===== src/rtl/ads_serial_capture.sv =====
// ADS serial capture: reads the ADC serial port after each ready strobe and packs sample pairs into 32-bit words.
// Optional build macro ADS_TEST_PATTERN_EN replaces ADC data with a {frame, word} index pattern when test_mode=1.
module ads_serial_capture #(
  parameter int CLK_DIV     = 4,
  parameter int SAMPLE_BITS = 16,
  parameter int CH_NUM      = 8,
  parameter int FRAME_WORDS = 80
) (
  input  logic        clk_ps,
  input  logic        rst,
  input  logic        enable,
  input  logic        test_mode,
  input  logic        adc_drdy_n,
  input  logic        adc_dout,
  output logic        adc_cs_n,
  output logic        adc_sclk,
  output logic        data_valid,
  output logic [31:0] data,
  output logic        frame_done,
  output logic        overrun
);

  localparam int HALVES = 2 * CH_NUM * SAMPLE_BITS;
  localparam int DW     = (CLK_DIV > 1) ? $clog2(CLK_DIV) : 1;
  localparam int HW     = $clog2(HALVES);
  localparam int WW     = (FRAME_WORDS > 1) ? $clog2(FRAME_WORDS) : 1;
  localparam logic [DW-1:0] DIV_LAST = DW'(CLK_DIV - 1);
  localparam logic [HW-1:0] H_LAST   = HW'(HALVES - 1);
  localparam logic [WW-1:0] W_LAST   = WW'(FRAME_WORDS - 1);

  typedef enum logic [2:0] {IDLE, CS_SETUP, SHIFT, CS_HOLD, GAP} state_t;

  state_t        state_q;
  logic [DW-1:0] div_q;
  logic [HW-1:0] hcnt_q;
  logic          cs_n_q, sclk_q, run_q, enable_q, overrun_q;
  logic          drdy_s1_q, drdy_s2_q, drdy_s3_q, start_q;
  logic [30:0]   shreg_q;
  logic [4:0]    wbit_q;
  logic [WW-1:0] word_cnt_q;
  logic          data_valid_q, frame_done_q;
  logic [31:0]   data_q;
  logic          rise;
  logic [31:0]   adc_word;

  assign adc_cs_n   = cs_n_q;
  assign adc_sclk   = sclk_q;
  assign data_valid = data_valid_q;
  assign data       = data_q;
  assign frame_done = frame_done_q;
  assign overrun    = overrun_q;

  // Two-flop synchroniser plus edge register: start pulses 3 cycles after the falling edge.
  always_ff @(posedge clk_ps or posedge rst) begin
    if (rst) begin
      drdy_s1_q <= 1'b1;
      drdy_s2_q <= 1'b1;
      drdy_s3_q <= 1'b1;
      start_q   <= 1'b0;
    end else begin
      drdy_s1_q <= adc_drdy_n;
      drdy_s2_q <= drdy_s1_q;
      drdy_s3_q <= drdy_s2_q;
      start_q   <= drdy_s3_q & ~drdy_s2_q;
    end
  end

  // Cycles in which registered SCLK goes 0->1; adc_dout is sampled here.
  assign rise = (div_q == DIV_LAST) &&
                ((state_q == CS_SETUP) ||
                 (state_q == SHIFT && hcnt_q != H_LAST && !sclk_q));

  always_ff @(posedge clk_ps or posedge rst) begin
    if (rst) begin
      state_q   <= IDLE;
      div_q     <= '0;
      hcnt_q    <= '0;
      cs_n_q    <= 1'b1;
      sclk_q    <= 1'b0;
      run_q     <= 1'b0;
      enable_q  <= 1'b0;
      overrun_q <= 1'b0;
    end else begin
      enable_q <= enable;
      if (enable && !enable_q)                overrun_q <= 1'b0;
      else if (start_q && state_q != IDLE)    overrun_q <= 1'b1;

      // run only drops on a frame boundary so frames always complete
      if (state_q == IDLE && enable)          run_q <= 1'b1;
      else if (!enable && word_cnt_q == '0)   run_q <= 1'b0;

      case (state_q)
        IDLE: begin
          div_q <= '0;
          if (start_q && run_q) begin
            cs_n_q  <= 1'b0;
            state_q <= CS_SETUP;
          end
        end
        CS_SETUP: begin
          if (div_q == DIV_LAST) begin
            div_q   <= '0;
            hcnt_q  <= '0;
            sclk_q  <= 1'b1;
            state_q <= SHIFT;
          end else div_q <= div_q + 1'b1;
        end
        SHIFT: begin
          if (div_q == DIV_LAST) begin
            div_q <= '0;
            if (hcnt_q == H_LAST) state_q <= CS_HOLD;
            else begin
              hcnt_q <= hcnt_q + 1'b1;
              sclk_q <= ~sclk_q;
            end
          end else div_q <= div_q + 1'b1;
        end
        CS_HOLD: begin
          if (div_q == DIV_LAST) begin
            div_q   <= '0;
            cs_n_q  <= 1'b1;
            state_q <= GAP;
          end else div_q <= div_q + 1'b1;
        end
        GAP: begin
          if (div_q == DIV_LAST) begin
            div_q   <= '0;
            state_q <= IDLE;
          end else div_q <= div_q + 1'b1;
        end
        default: state_q <= IDLE;
      endcase
    end
  end

  assign adc_word = {shreg_q, adc_dout};

`ifdef ADS_TEST_PATTERN_EN
  logic [15:0] frame_idx_q;
  logic [31:0] out_word;
  assign out_word = test_mode ? {frame_idx_q, 16'(word_cnt_q)} : adc_word;

  always_ff @(posedge clk_ps or posedge rst) begin
    if (rst)                                               frame_idx_q <= '0;
    else if (enable && !enable_q)                          frame_idx_q <= '0;
    else if (rise && wbit_q == 5'd31 && word_cnt_q == W_LAST) frame_idx_q <= frame_idx_q + 1'b1;
  end
`else
  logic [31:0] out_word;
  logic        unused_test_mode;
  assign out_word         = adc_word;
  assign unused_test_mode = test_mode;
`endif

  // Even samples end up in [31:16] because the word is shifted MSB first.
  always_ff @(posedge clk_ps or posedge rst) begin
    if (rst) begin
      shreg_q      <= '0;
      wbit_q       <= '0;
      word_cnt_q   <= '0;
      data_valid_q <= 1'b0;
      frame_done_q <= 1'b0;
      data_q       <= '0;
    end else begin
      data_valid_q <= 1'b0;
      frame_done_q <= 1'b0;
      if (state_q == IDLE) wbit_q <= '0;
      if (rise) begin
        shreg_q <= {shreg_q[29:0], adc_dout};
        wbit_q  <= wbit_q + 1'b1;
        if (wbit_q == 5'd31) begin
          data_valid_q <= 1'b1;
          data_q       <= out_word;
          frame_done_q <= (word_cnt_q == W_LAST);
          word_cnt_q   <= (word_cnt_q == W_LAST) ? '0 : word_cnt_q + 1'b1;
        end
      end
    end
  end

endmodule


===== config.mk =====
export PLATFORM = sky130hd
export DESIGN_NAME = ads_serial_capture
export DESIGN_NICKNAME = d
export VERILOG_FILES = /design/src/rtl/ads_serial_capture.sv
export SDC_FILE = /design/constraint.sdc
export NUM_CORES = 1
export LEC_CHECK = 0
export CORE_MARGIN = 2
export CORE_UTILIZATION = 56
export CTS_CLUSTER_SIZE = 30
export DETAILED_ROUTE_END_ITERATION = 7
export GPL_ROUTABILITY_DRIVEN = 0
export PLACE_DENSITY = 0.79
export SLEW_MARGIN = 20
export SYNTH_ARGS = -nofsm -noshare
export SYNTH_HDL_FRONTEND = slang
export SYNTH_SLANG_ARGS = --single-unit

===== constraint.sdc =====
create_clock -name clk_ps -period 4.1 [get_ports clk_ps]
set_input_delay 0.41 -clock clk_ps [delete_from_list [all_inputs] [get_ports clk_ps]]
set_output_delay 0.41 -clock clk_ps [all_outputs]
set_load 0.05 [all_outputs]

After elaboration in Yosys (flattened, before gate mapping)
Cells that the tools add are included.
{"block": "word_totals", "register_bits": 99, "latchBits": 0, "ram_bits": 0, "mem_bits_ro": 0, "inputBits": 6, "out_inout_bits": 37, "wordCells": 97, "n_memories": 0}
{"block": "op_classes", "add_sub_neg": 4, "mul": 0, "n_div": 0, "n_lt_le_gt_ge": 0, "n_eq_ne": 16, "shift": 0, "muxes": 30, "n_bitwise": 3, "n_reduce_logical": 26}
{"operator": "8-bit 2-to-1 mux", "n": 3}
{"operator": "3-bit 2-to-1 mux", "n": 6}
{"operator": "8-bit case mux with 2 select lines", "n": 1}
{"operator": "3-bit case mux with 5 select lines", "n": 1}
{"operator": "1-bit 2-to-1 mux", "n": 12}
{"operator": "2-bit nonzero test", "n": 6}
{"operator": "5-bit 2-to-1 mux", "n": 2}
{"operator": "8-bit by 1-bit adder with 8-bit output (second input constant)", "n": 1}
{"operator": "8-bit equality test (second input constant)", "n": 1}
{"operator": "1-bit logical AND", "n": 8}
{"operator": "2-bit by 1-bit != test with 1-bit output (second input constant)", "n": 4}
{"operator": "8-bit != test (second input constant)", "n": 1}
{"operator": "7-bit by 1-bit adder with 7-bit output (second input constant)", "n": 1}
{"operator": "7-bit equality test (second input constant)", "n": 1}
{"operator": "7-bit logical NOT", "n": 1}
{"operator": "7-bit 2-to-1 mux", "n": 1}
{"operator": "3-bit by 2-bit equality test with 1-bit output (second input constant)", "n": 2}
{"operator": "2-bit != test (second input constant)", "n": 3}
{"operator": "6-bit AND reduction", "n": 1}
{"operator": "5-bit by 1-bit adder with 5-bit output (second input constant)", "n": 1}
{"operator": "5-bit equality test (second input constant)", "n": 1}
{"operator": "1-bit case mux with 2 select lines", "n": 2}
{"operator": "2-bit case mux with 2 select lines", "n": 1}
{"operator": "4-bit AND reduction", "n": 1}
{"operator": "other kinds (14)", "n": 17}

Depth between registers and ports, before layout
Gate-level depths: netlist of run 1.
{"block": "depth", "depth_word": 6, "ltp_mapped": 8, "depth_no_buf": 6}

Worst setup path after synthesis of run 1
OpenSTA, ideal clock, no wires.
{"block": "synth_path", "path_type": "register to register", "start": "register sclk_q (netlist: adc_sclk)", "end": "register data_q[10] (netlist: data[10])", "arrival_time_ns": 2.251, "required_time_ns": 3.975, "slack_ns": 1.724, "stages_incl_launch_ff": 7, "cell_sequence": "dfrtp_1 -> or4b_4 -> a211o_1 -> a21boi_2 -> buf_6 -> buf_12 -> mux2_4"}
{"block": "synth_via", "elab_chain_cells": 5}
{"item": "from (decl)", "line_no": "36", "text": "logic cs_n_q, sclk_q, run_q, enable_q, overrun_q;"}
{"item": "from (signal assigned)", "line_no": "114", "text": "sclk_q <= ~sclk_q;"}
{"item": "1-bit logical NOT", "line_no": "71", "text": "(state_q == SHIFT && hcnt_q != H_LAST && !sclk_q));"}
{"item": "1-bit logical AND", "line_no": "71"}
{"item": "1-bit logical OR", "line_no": "70", "text": "((state_q == CS_SETUP) ||"}
{"item": "1-bit logical AND", "line_no": "69", "text": "assign rise = (div_q == DIV_LAST) &&"}
{"item": "2-bit AND reduction (no source line)"}
{"item": "to (signal assigned)", "line_no": "173", "text": "data_q <= out_word;"}
{"item": "to (decl)", "line_no": "42", "text": "logic [31:0] data_q;"}
No other way between the ends.
A chain may end at the register's enable or synchronous reset.

Worst setup path after layout of run 1
{"block": "layout_path", "start": "register div_q[0]", "end": "register data_q[29] (netlist: data[29])"}
{"block": "layout_via", "elab_chain_cells": 3}
{"item": "from (decl)", "line_no": "34", "text": "logic [DW-1:0] div_q;"}
{"item": "from (signal assigned)", "line_no": "106", "text": "end else div_q <= div_q + 1'b1;"}
{"item": "from (signal assigned)", "line_no": "116", "text": "end else div_q <= div_q + 1'b1;"}
{"item": "from (signal assigned)", "line_no": "123", "text": "end else div_q <= div_q + 1'b1;"}
{"item": "2-bit equality test", "line_no": "69"}
{"item": "1-bit logical AND", "line_no": "69"}
{"item": "2-bit AND reduction (no source line)"}
No other way between the ends.

==> results of run 1 <==
## critical path, cell delays in order (launching register included)
cell and delay [ps]:
sky130_fd_sc_hd__dfrtp_1 400, sky130_fd_sc_hd__ha_1 290, sky130_fd_sc_hd__or4b_4 500, sky130_fd_sc_hd__a211o_1 350, sky130_fd_sc_hd__a21boi_4 480, sky130_fd_sc_hd__buf_4 370
sky130_fd_sc_hd__mux2_2 360
## worst min-delay path by stage
stage | start | endpoint | cells past startpoint
floorplan | drdy_s1_q | drdy_s2_q | 0
global placement | drdy_s1_q | drdy_s2_q | 0
detailed placement | drdy_s1_q | drdy_s2_q | 0
CTS | drdy_s1_q | drdy_s2_q | 0
global route | drdy_s1_q | drdy_s2_q | 0
finish | drdy_s1_q | drdy_s2_q | 0
## flip-flops by register name (all words and copies together) (netlist names), 2 cells and up
signal      cells
wbit_q          5
shreg_q        31
data           32
div_q           2
word_cnt_q      7
hcnt_q          8
state_q         3
## kinds of logic after synthesis
family                     share of synthesized area (%)
adders and majority gates                           1.76
xor gates and xnor gates                           0.822
muxes                                               21.2
AOI/OAI and AO/OA                                   6.60
buffers and inverters                               3.61
DFF                                                 58.2
and+or+nand+nor                                     7.78
## layout make-up
cell class | instances | share of cell area (%)
Clock buffer | 10 | 2.61
Clock inverter | 6 | 1.12
Sequential cell | 99 | 50.7
Multi-Input combinational cell | 183 | 33.4
Inverter | 8 | 0.664
Tap cell | 99 | 2.53
Timing Repair Buffer | 45 | 8.99
## power groups by stage
stage                     Sequential (W)  Clock (W)  Combinational [W]
after floorplan                  0.00116          0           0.000264
after global placement           0.00115          0           0.000340
after detailed placement         0.00115          0           0.000353
after CTS                        0.00113   0.000592           0.000357
after global routing             0.00115   0.000640           0.000390
final                            0.00113   0.000579           0.000351
## metal layers
| metal | vias to the layer above | track usage [%] | share of wire, % |
|---|---|---|---|
| met5 | - | 0 | 0 |
| met1 | 1275 | 24.7 | 45 |
| met2 | 54 | 28.8 | 49 |
| met4 | 0 | 8.59 | 1.7 |
| li1 | 1176 | - | - |
| met3 | 11 | 3.90 | 3.9 |
## cell usage in the layout, fill, tap and decap left out, drive strengths merged, types with 3 or more instances in the layout
| cell type | count |
|---|---|
| a21oi | 12 |
| and3 | 9 |
| buf | 4 |
| clkbuf | 10 |
| clkdlybuf4s50 | 41 |
| clkinv | 3 |
| dfrtp | 95 |
| dfstp | 4 |
| ha | 6 |
| inv | 11 |
| mux2 | 66 |
| mux2i | 6 |
| nand2 | 15 |
| nand3 | 5 |
| nor2 | 7 |
| nor2b | 6 |
| o211ai | 3 |
| o21ai | 8 |
| or3 | 3 |
| xnor2 | 3 |
## stage by stage
stage               cells  utilization, %  hold slack [ps]  setup slack, ps
global route          450            66.8              367             1080
finish                450            66.8              363             1240
global placement      434            64.3              348             1280
floorplan             303               -              345             1110
CTS                   450            66.8              366             1210
detailed placement    434            64.3              352             1230
==> run metrics, run 1 <==
outcome=complete, no violations; Std-Cell Core Area=7330 µm²; number of setup buffers added after CTS=0; clock edge transition at the registers on the reported setup and hold paths=100 ps; initial drt markers=111; maximum number of pins on one net before global-route repair=46; worst reg2reg path endpoint=data[29]; Post-DP Area=4720 µm²; number of buffer cells added on primary ports=41; final clock period utilization by the worst path=69.9%; final WL=6.90 mm; count of instances resized after the clock tree is built=0; worst slew pin tran=1040 ps; area share of the largest cell type after synthesis=55.8%; final layout net count=358; critical path endpoint=data[29]; cell leakage power=2.30 nW; overall power of the completed layout=0.00206 W; horizontal die dimension=91.3 µm; Worst R2R Path Depth=6; slack of the worst reg-to-reg path=1240 ps; Yosys cell types=47; design internal power=0.00143 W; number of synthesized flops with an enable pin=0; sequential fraction of design power=54.9%; area of the die=8330 µm²; most common library cells after synthesis=95 x sky130_fd_sc_hd__dfrtp_1, 39 x sky130_fd_sc_hd__mux2_2, 27 x sky130_fd_sc_hd__mux2_4; type of the setup path with the least slack=reg2reg; top-count cell post-synth=sky130_fd_sc_hd__dfrtp_1; area occupied by registers=2480 µm²; Switching Power=0.000630 W; upper clock frequency limit=349 MHz; number of optimization iterations in the first detailed-route pass=4; IO Pins=43; number of hold violations in the final report=0; footprint of the multi-input gates=1640 µm²; crit start category=register; Seq cells post-synth=99; global route total overflow=0; antenna violations before repair=0; y dimension of the die=91.3 µm; arrival time of the worst setup path=3120 ps; Clock Skews=13.0 ps; maximum capacitance violations=0; final number of setup-violating endpoints=0; area growth from synthesis to layout=14.9%; R2R Path Start=div_q[0]; part of the power in combinational logic=17.0%; Root Buffer=sky130_fd_sc_hd__clkbuf_8; syn nets=315; Peak VDD IR=232 µV; mapped cell area=4260 µm²; Critical Path End Type=register; largest cells by area after synthesis=sky130_fd_sc_hd__dfrtp_1 56%, sky130_fd_sc_hd__mux2_2 10%, sky130_fd_sc_hd__mux2_4 9.5%; Crit path required time=4350 ps; headroom to the max-slew limit=30.2%; class of the most critical hold timing path=reg2reg; TritonCTS Buffers=9; vias in the first global route=2,542; hold buffer count at cts=0; async set or reset register ratio after synthesis=100%; combined global-route utilization of all metal layers=18.4%; via count=2,516; clock group share of total power=28.1%; share of synthesized area occupied by flip-flops and latches=58.2%; fill cell count=518; total negative setup slack=0 ps; initial standard-cell utilization of the core=58.2%; cells after synthesis=303; final critical-path required period=2860 ps; CTS tree=built; max-slew violations=0; hpwl dp=4.61 mm; via/cell ratio=5.59; residual antenna-violating net count after detailed routing=0; fraction of final layout cells sized beyond drive strength 1=26.8%; CTS max path bufs=2; share of total power consumed by net switching=30.6%; final antenna diode count=0; power density over cell area=421 nW/µm²; Critical path origin=div_q[0]; Wirelength per Cell=15.3 µm; critical path fanouts, max=14; drc violations=0; flip-flop cell with the highest count after synthesis=sky130_fd_sc_hd__dfrtp_1; cell area after layout=4900 µm²; clk sinks=99; Synth Warn #=0; mean area per synthesized cell=14.1 µm²; Clock H-tree levels=3; clk_lat worst skew=360 ps; first-pass GRT wire length=12.2 mm; Placement Rows=31; library cell occupying the most area in the post-synthesis netlist=sky130_fd_sc_hd__dfrtp_1; RSZ-0062 raised after global routing=no
Power figures use the tool's default switching activity.
==> run 2, diff against run 1 <==
- clock period: 4.1 -> 2.7 ns (I/O delays scaled with it)
==> run metrics, run 2 (synthesized netlist as in run 1, its figures left out) <==
Peak VDD IR=396 µV (+71%); via count=2,507 (-0.36%); maximum number of pins on one net before global-route repair=100 (+120%); final number of setup-violating endpoints=0 (unchanged); part of the power in combinational logic=17.5% (+0.5 points); cell-by-cell listing of the critical path=ha_1 -> or4b_4 -> a211o_1 -> a21boi_4 -> buf_12 -> mux2_2; upper clock frequency limit=396 MHz (+13%); Clock Skews=14.8 ps (+1.85 ps); area of the die=8330 µm² (unchanged); RSZ-0062 raised after global routing=no; type of the setup path with the least slack=reg2reg; arrival time of the worst setup path=2780 ps (-340 ps); Switching Power=0.000989 W (+57%); final layout net count=362 (+1.1%); CTS max path bufs=2 (unchanged); max-slew violations=0 (unchanged); critical path endpoint=word_cnt_q[1]; combined global-route utilization of all metal layers=17.9% (-0.44 points); Critical Path End Type=register; worst slew pin tran=557 ps (-487 ps); global route total overflow=0 (unchanged); final clock period utilization by the worst path=93.6% (+24 points); total negative setup slack=0 ps (unchanged); number of buffer cells added on primary ports=41 (unchanged); via/cell ratio=5.52 (-1.2%); first-pass GRT wire length=11.9 mm (-2.2%); final antenna diode count=0 (unchanged); Clock H-tree levels=3 (unchanged); class of the most critical hold timing path=in2reg; cell count of the worst hold path=1 (+1); cell leakage power=2.35 nW (+1.8%); most used cells in the layout excluding fill and tap cells=95 x sky130_fd_sc_hd__dfrtp_1, 41 x sky130_fd_sc_hd__clkdlybuf4s50_1, 39 x sky130_fd_sc_hd__mux2_2; R2R Path Start=div_q[0]; residual antenna-violating net count after detailed routing=0 (unchanged); drc violations=0 (unchanged); slowest cell on the critical path=sky130_fd_sc_hd__or4b_4; antenna violations before repair=0 (unchanged); Wirelength per Cell=14.9 µm (-2.5%); slack of the worst reg-to-reg path=170 ps (-1060 ps); share of total power consumed by net switching=30.1% (-0.48 points); vias in the first global route=2,482 (-2.4%); number of setup buffers added after CTS=0 (unchanged); design internal power=0.00230 W (+61%); critical path fanouts, max=37 (+23); Critical path origin=div_q[0]; max FFs per register=32 (unchanged); slowest stage delay, CP=520 ps (+20 ps); clock group share of total power=31.0% (+2.9 points); horizontal die dimension=91.3 µm (unchanged); count of instances resized after the clock tree is built=0 (unchanged); CTS tree=built; TritonCTS Buffers=9 (unchanged); number of hold violations in the final report=0 (unchanged); most frequent standard cell in the layout excluding fill and tap cells=sky130_fd_sc_hd__dfrtp_1; IO Pins=43 (unchanged); fraction of final layout cells sized beyond drive strength 1=27.9% (+1.1 points); final critical-path required period=2530 ps (-337 ps); sequential fraction of design power=51.6% (-3.3 points); initial standard-cell utilization of the core=58.2% (unchanged); Placement Rows=31 (unchanged); initial drt markers=123 (+11%); overall power of the completed layout=0.00329 W (+59%); headroom to the max-slew limit=62.8% (+33 points); clk sinks=99 (unchanged); clock edge transition at the registers on the reported setup and hold paths=90 ps (about the same); Crit path required time=2950 ps (-1400 ps); y dimension of the die=91.3 µm (unchanged); Root Buffer=sky130_fd_sc_hd__clkbuf_8; hpwl dp=4.33 mm (-6.2%); clk_lat worst skew=370 ps (about the same); hold buffer count at cts=0 (unchanged); Worst R2R Path Depth=6 (unchanged); crit start category=register; worst reg2reg path endpoint=word_cnt_q[1]; maximum capacitance violations=0 (unchanged); power density over cell area=659 nW/µm² (+57%); final WL=6.79 mm (-1.6%); outcome=complete, no violations; number of optimization iterations in the first detailed-route pass=4 (unchanged); Std-Cell Core Area=7330 µm² (unchanged); area growth from synthesis to layout=17.0%
==> run 2: cell count changes in the layout (fill, tap and decap cells not counted), sizes merged <==
| cell | before | now |
|---|---|---|
| buf | 4 | 8 |
| bufinv | 0 | 1 |
| clkbuf | 10 | 9 |
| clkinvlp | 0 | 1 |
| inv | 11 | 10 |
==> run 2: layer usage <==
layer  global-route usage, %  up-vias  wire, µm
met2                    26.4       41      3150
met4                    6.06        0        90
met5                       0        -         0
met3                    4.81        7       251
met1                    26.0     1270      3290
li1                        -     1189         -
==> run 2: worst min-delay path by stage <==
stage                     startpoint         to  slack, ps
after floorplan           adc_drdy_n  drdy_s1_q        270
after global placement     drdy_s1_q  drdy_s2_q        350
after detailed placement   drdy_s1_q  drdy_s2_q        350
after CTS                 adc_drdy_n  drdy_s1_q        280
after global routing      adc_drdy_n  drdy_s1_q        300
final                     adc_drdy_n  drdy_s1_q        300
==> run 2: per-stage QoR <==
stage	area [µm²]	utilization, %	std cells	worst slack, ps	hold WS, ps
after floorplan	4270	-	303	324	274
after global placement	4770	65.1	438	249	346
after detailed placement	4770	65.1	438	183	351
after CTS	4990	68.1	454	167	283
after global routing	4990	68.1	454	44.0	298
final	4990	68.1	454	172	305
==> run 2: critical path, delay by kind of cell (launching register included) <==
family                     cells  cell delay [ps]
and+or+nand+nor                1              520
AOI/OAI and AO/OA              2              550
buffers and inverters          1              270
adders and majority gates      1              290
DFF                            1              400
muxes                          1              370
==> run 2: final cells by class <==
| class | count | area, µm² |
|---|---|---|
| fill | 515 | 2340 |
| sequential | 99 | 2480 |
| inverter | 8 | 33.8 |
| clock inverter | 7 | 95.1 |
| timing repair buffer | 49 | 495 |
| tap | 99 | 124 |
| multi-input combinational | 183 | 1640 |
| clock buffer | 9 | 124 |
==> run 2: power by group through the flow <==
stage                     Sequential (W)  Clock (W)  Combinational, W
after floorplan                  0.00176          0          0.000401
after global placement           0.00172          0          0.000563
after detailed placement         0.00172          0          0.000578
after CTS                        0.00170    0.00105          0.000583
after global routing             0.00171    0.00110          0.000636
final                            0.00170    0.00102          0.000575
